$ cat src/rtl/logic_unit_serial_pkg.sv
// ============================================================================
//  Module : logic_unit_pkg
//  Brief  : Op codes and FSM state encoding for the serial logic unit.
//  Rev    : 1.0
// ============================================================================
`default_nettype none

package logic_unit_pkg;

    localparam logic [2:0] OP_AND   = 3'b000;
    localparam logic [2:0] OP_OR    = 3'b001;
    localparam logic [2:0] OP_XOR   = 3'b010;
    localparam logic [2:0] OP_NOR   = 3'b011;
    localparam logic [2:0] OP_ANDN  = 3'b100;
    localparam logic [2:0] OP_PASSA = 3'b101;

    localparam logic [1:0] ST_IDLE = 2'd0;
    localparam logic [1:0] ST_RUN  = 2'd1;
    localparam logic [1:0] ST_DONE = 2'd2;

    // Codes above PASSA are reserved and flagged as illegal.
    function automatic logic op_is_legal(input logic [2:0] op);
        return (op <= OP_PASSA);
    endfunction

endpackage

`default_nettype wire

$ cat src/rtl/logic_slice.sv
// ============================================================================
//  Module : logic_slice
//  Brief  : Combinational SLICE-bit bitwise logic cell with illegal-op flag.
//  Rev    : 1.0
// ============================================================================
`default_nettype none

module logic_slice
    import logic_unit_pkg::*;
#(
    parameter int SLICE = 8
) (
    input  logic [2:0]       i_op,
    input  logic [SLICE-1:0] i_a,
    input  logic [SLICE-1:0] i_b,
    output logic [SLICE-1:0] o_y,
    output logic             o_illegal
);

    always_comb begin
        o_y       = '0;
        o_illegal = !op_is_legal(i_op);
        case (i_op)
            OP_AND:   o_y = i_a & i_b;
            OP_OR:    o_y = i_a | i_b;
            OP_XOR:   o_y = i_a ^ i_b;
            OP_NOR:   o_y = ~(i_a | i_b);
            OP_ANDN:  o_y = i_a & ~i_b;
            OP_PASSA: o_y = i_a;
            default:  o_y = '0;
        endcase
    end

endmodule

`default_nettype wire

$ cat src/rtl/logic_unit_serial.sv
// ============================================================================
//  Module : logic_unit_serial
//  Brief  : Multi-cycle WIDTH-bit logic unit, SLICE bits per cycle, start/done.
//  Rev    : 1.0
// ============================================================================
`default_nettype none

module logic_unit_serial
    import logic_unit_pkg::*;
#(
    parameter int WIDTH = 32,
    parameter int SLICE = 8
) (
    input  logic             clk,
    input  logic             rst_n,
    input  logic             start,
    input  logic [2:0]       op,
    input  logic [WIDTH-1:0] a,
    input  logic [WIDTH-1:0] b,
    output logic             busy,
    output logic             done,
    output logic [WIDTH-1:0] out,
    output logic             zero,
    output logic             err
);

    localparam int N  = WIDTH / SLICE;
    localparam int IW = (N > 1) ? $clog2(N) : 1;
    localparam logic [IW-1:0] c_last = IW'(N - 1);

    generate
        if ((WIDTH % SLICE) != 0 || SLICE < 1) begin : g_param_check
            $error("logic_unit_serial: WIDTH must be a multiple of SLICE");
        end
    endgenerate

    logic [1:0]       r_state;
    logic [IW-1:0]    r_idx;
    logic [2:0]       r_op;
    logic [WIDTH-1:0] r_a;
    logic [WIDTH-1:0] r_b;
    logic [WIDTH-1:0] r_acc;
    logic [WIDTH-1:0] r_out;
    logic             r_zero;
    logic             r_err;

    logic [SLICE-1:0] w_a_slice;
    logic [SLICE-1:0] w_b_slice;
    logic [SLICE-1:0] w_y;
    logic             w_illegal;
    logic [WIDTH-1:0] w_acc_next;

    assign w_a_slice = r_a[r_idx*SLICE +: SLICE];
    assign w_b_slice = r_b[r_idx*SLICE +: SLICE];

    logic_slice #(
        .SLICE (SLICE)
    ) u_slice (
        .i_op      (r_op),
        .i_a       (w_a_slice),
        .i_b       (w_b_slice),
        .o_y       (w_y),
        .o_illegal (w_illegal)
    );

    // Accumulator with the current slice merged in; on the last slice this is the result.
    always_comb begin
        w_acc_next                       = r_acc;
        w_acc_next[r_idx*SLICE +: SLICE] = w_y;
    end

    always_ff @(posedge clk or negedge rst_n) begin
        if (!rst_n) begin
            r_state <= ST_IDLE;
            r_idx   <= '0;
            r_op    <= OP_AND;
            r_a     <= '0;
            r_b     <= '0;
            r_acc   <= '0;
            r_out   <= '0;
            r_zero  <= 1'b1;
            r_err   <= 1'b0;
        end else begin
            case (r_state)
                ST_IDLE: begin
                    if (start) begin
                        r_a     <= a;
                        r_b     <= b;
                        r_op    <= op;
                        r_idx   <= '0;
                        r_state <= ST_RUN;
                    end
                end
                ST_RUN: begin
                    r_acc <= w_acc_next;
                    if (r_idx == c_last) begin
                        r_out   <= w_acc_next;
                        r_zero  <= (w_acc_next == '0);
                        r_err   <= w_illegal;
                        r_idx   <= '0;
                        r_state <= ST_DONE;
                    end else begin
                        r_idx <= r_idx + 1'b1;
                    end
                end
                ST_DONE: r_state <= ST_IDLE;
                default: r_state <= ST_IDLE;
            endcase
        end
    end

    assign busy = (r_state != ST_IDLE);
    assign done = (r_state == ST_DONE);
    assign out  = r_out;
    assign zero = r_zero;
    assign err  = r_err;

endmodule

`default_nettype wire

$ cat config.mk
export PLATFORM = sky130hd
export DESIGN_NAME = logic_unit_serial
export DESIGN_NICKNAME = d
export VERILOG_FILES = /design/src/rtl/logic_unit_serial_pkg.sv /design/src/rtl/logic_slice.sv /design/src/rtl/logic_unit_serial.sv
export SDC_FILE = /design/constraint.sdc
export NUM_CORES = 1
export LEC_CHECK = 0
export CAP_MARGIN = 30
export CORE_ASPECT_RATIO = 0.75
export CORE_UTILIZATION = 35
export DETAILED_ROUTE_END_ITERATION = 10
export SLEW_MARGIN = 20
export SYNTH_ARGS = -nofsm -noshare
export SYNTH_HDL_FRONTEND = slang
export SYNTH_SLANG_ARGS = --single-unit
$ cat constraint.sdc
create_clock -name clk -period 3.5 [get_ports clk]
set_input_delay 0.35 -clock clk [delete_from_list [all_inputs] [get_ports clk]]
set_output_delay 0.35 -clock clk [all_outputs]
set_load 0.02 [all_outputs]
==> out/metrics.csv <==
metric,value,unit
outcome,finished clean,
CP startpoint kind,flip-flop,
Worst EP arrival,3690,ps
antenna diode count,0,
RD Place Congestion,0.881,
Slowest cell on crit path,dfrtp_4,
static leakage,0.00367,µW
Crit Path Class,flip-flop to flip-flop,
clock buffer depth,2,
DR WL/cell,18.4,µm
Worst setup EP type,flip-flop,
via count,5211,
Final ANT Viol Nets,0,
CP peak stage delay,590,ps
# rows,43,
latest clock arrival within the worst-skew pair,430,ps
area delta synth->final,28.7,%
crit path time final,3340,ps
post-layout util,46.8,%
Clk pwr share,20.2,%
Slew Limit Fails,0,
Worst Clk Skew,13.2,ps
initial DRC count,295,
first-pass GRT wire length,29100,µm
pwr/cell area,1080,mW/mm²
CP dominant cell by count,mux2_2,
largest net degree at the start of global routing,97,
max-cap violations,0,
Post-CTS Setup Repair Bufs,0,
peak supply drop,0.401,mV
initial antenna violation count,0,
CP top delay family,compound AO/OA/AOI/OAI gates,
I/O Pins,106,
full die area,0.0201,mm²
Tcrit/Tclk final,95.4,%
Die Y,123,µm
ys async rst share,100,%
"Top FF cell, synth",dfrtp_1,
sequential-to-total area share from yosys stat,50.1,%
synthesized cell area,0.00685,mm²
syn_area_per_cell,11.4,µm²
port bufs,105,
Reg area,0.00343,mm²
Fmax,0.299,GHz
Synth Net Count,682,
Multi-input gate area,0.00313,mm²
Filler cells,1718,
combinational share of power,49.5,%
clock-pin slew on the worst setup and hold paths,70,ps
final hold viol count,0,
CTS H-Tree Depth,4,
NumNets Final,794,
actual slew at the worst max-slew pin,884,ps
distinct cell type count after synthesis,71,
Root Buffer,clkbuf_16,
vias in the first global route,5289,
gate count of the mapped netlist,599,
Switch Pwr,3800,µW
"flops & latches, synth",137,
Seq pwr share,30.3,%
WHS,9.33,ps
GRT Overall Usage,19.2,%
DRT Pass-1 Iters,5,
Finished Layout Cells,971,
net switching share of the total power,40.0,%
Crit path buffers/inverters,1,
"critical path fanouts, max",16,
total wire length,17900,µm
Setup TNS Final,0,ps
Congestion Overflow GR,0,
Inserted Clock Buffers,17,
CTS tree,done,
layout cell share with drive strength beyond 1,22.2,%
internal power,5710,µW
Slew Limit Headroom,41.1,%
Residual DRC,0,
core area,0.0188,mm²
CTS Sinks,137,
routed vias/inst,5.37,
worst path required time,3840,ps
Final setup viols,0,
starting density of the core,36.4,%
warnings from Yosys,0,
Die W,163,µm
"Critical Path, Cell by Cell",buf_4 -> mux2_2 -> o21ai_0 -> ha_1 -> mux2_2 -> a21oi_1 -> o32ai_2 -> a22oi_1 -> o2111ai_1 -> o31ai_2,
Post-synth EDFFs,0,
RSZ-0062 raised after global routing,no,
hold crit path type,input pin to asynchronous set/reset pin,
DPL Wire Length,12900,µm
dpl cells,939,
[synth_stat cells (all sizes together) (6+ instances only)]
cell type	count	area share, %
nor2	40	2.3
mux4	9	3.3
a31oi	6	0.55
a22o	8	1.0
nor3	6	0.44
inv	17	0.93
a22oi	9	0.99
a32o	6	0.88
dfrtp	136	50
o21ai	45	3.3
nand2	77	4.2
nand2b	7	0.64
a21oi	14	1.0
mux2i	12	1.8
ha	13	2.4
mux2	77	13
clkbuf	22	1.4
a221oi	12	1.6
buf	13	1.8
[sequential cells by signal, summed over array words and instances (netlist names)]
| name | count |
|---|---|
| out | 32 |
| r_op | 3 |
| r_idx | 2 |
| err | 1 |
| r_acc | 32 |
| zero | 1 |
| r_state | 2 |
| r_b | 32 |
| r_a | 32 |
[through the flow]
step | area (µm²) | power [µW] | setup slack (ps)
after floorplan | 6850 | 6080 | 533
after global placement | 8170 | 7430 | 176
after detailed placement | 8170 | 7560 | 121
after CTS | 8800 | 9520 | 98.2
after global routing | 8810 | 10100 | 84.5
final | 8810 | 9510 | 159
[power by group through the flow]
| stage | clock network [µW] | registers (µW) | logic [µW] |
|---|---|---|---|
| 4_1_cts | 1950 | 2880 | 4690 |
| 3_3_place_gp | 0 | 2880 | 4550 |
| 6_report | 1920 | 2880 | 4710 |
| 2_1_floorplan | 0 | 2860 | 3220 |
| 3_5_place_dp | 0 | 2900 | 4660 |
| 5_1_grt | 2040 | 2990 | 5120 |
[timing repair]
action                                  4_1_cts  5_1_grt
hold buffers                                  0        0
resized for setup                             0        2
endpoints found under the setup margin        0        1
[cell type report]
cell class                      count  area share, %
Sequential cell                   137           39.0
Tap cell                          247           3.51
Timing Repair Buffer              128           13.9
Multi-Input combinational cell    407           35.5
Inverter                           20          0.852
Clock inverter                     13           2.17
Clock buffer                       19           5.03
[routing by layer]
metal  vias to the layer above  wire length [µm]  global-route usage (%)  share of wire, %
met3                        18              1020                    4.56               5.7
met4                         0               206                    5.67               1.2
met2                       187              8020                    28.4                45
met1                      2598              8620                    27.7                48
li1                       2408                 -                       -                 -
met5                         -                 0                       0                 0
[cell usage in the layout (no fill, tap or decap), drive strengths merged, types with 7 or more instances in the layout]
master         instances
a21oi                 14
a221oi                12
a22o                   8
a22oi                  9
buf                   24
clkbuf                19
clkdlybuf4s50        104
dfrtp                136
ha                    13
inv                   21
mux2                  77
mux2i                 12
mux4                   9
nand2                 77
nand2b                 7
nor2                  40
o21ai                 45
[final timing paths]
| check | from | end | slack [ps] | depth (start not counted) |
|---|---|---|---|---|
| min | rst_n | out[25] | 9 | 1 |
| max in group asynchronous | rst_n | zero | 2620 | 2 |
| min in group clk | err | err | 460 | 2 |
| min reg2reg | err | err | 460 | 2 |
| max reg2reg | r_idx[0] | zero | 160 | 10 |
| max | r_idx[0] | zero | 160 | 10 |
[cell families after synthesis]
kind of cell / Yosys count / synth area share (%)
fa+ha+maj: 13 / 2.38
simple gates: 161 / 10.9
xor+xnor: 2 / 0.256
compound gates: 133 / 14.4
buf+inv: 55 / 4.28
flops: 137 / 50.1
mux: 98 / 17.7
[worst reg2reg max path, delay by kind of cell (launching register included)]
| family | cells | cell delay, ps |
|---|---|---|
| AOI/OAI and AO/OA | 6 | 1540 |
| muxes | 2 | 610 |
| DFF | 1 | 590 |
| adders and majority gates | 1 | 310 |
| buffers and inverters | 1 | 220 |
No activity file was read; power rests on OpenSTA's default activity.
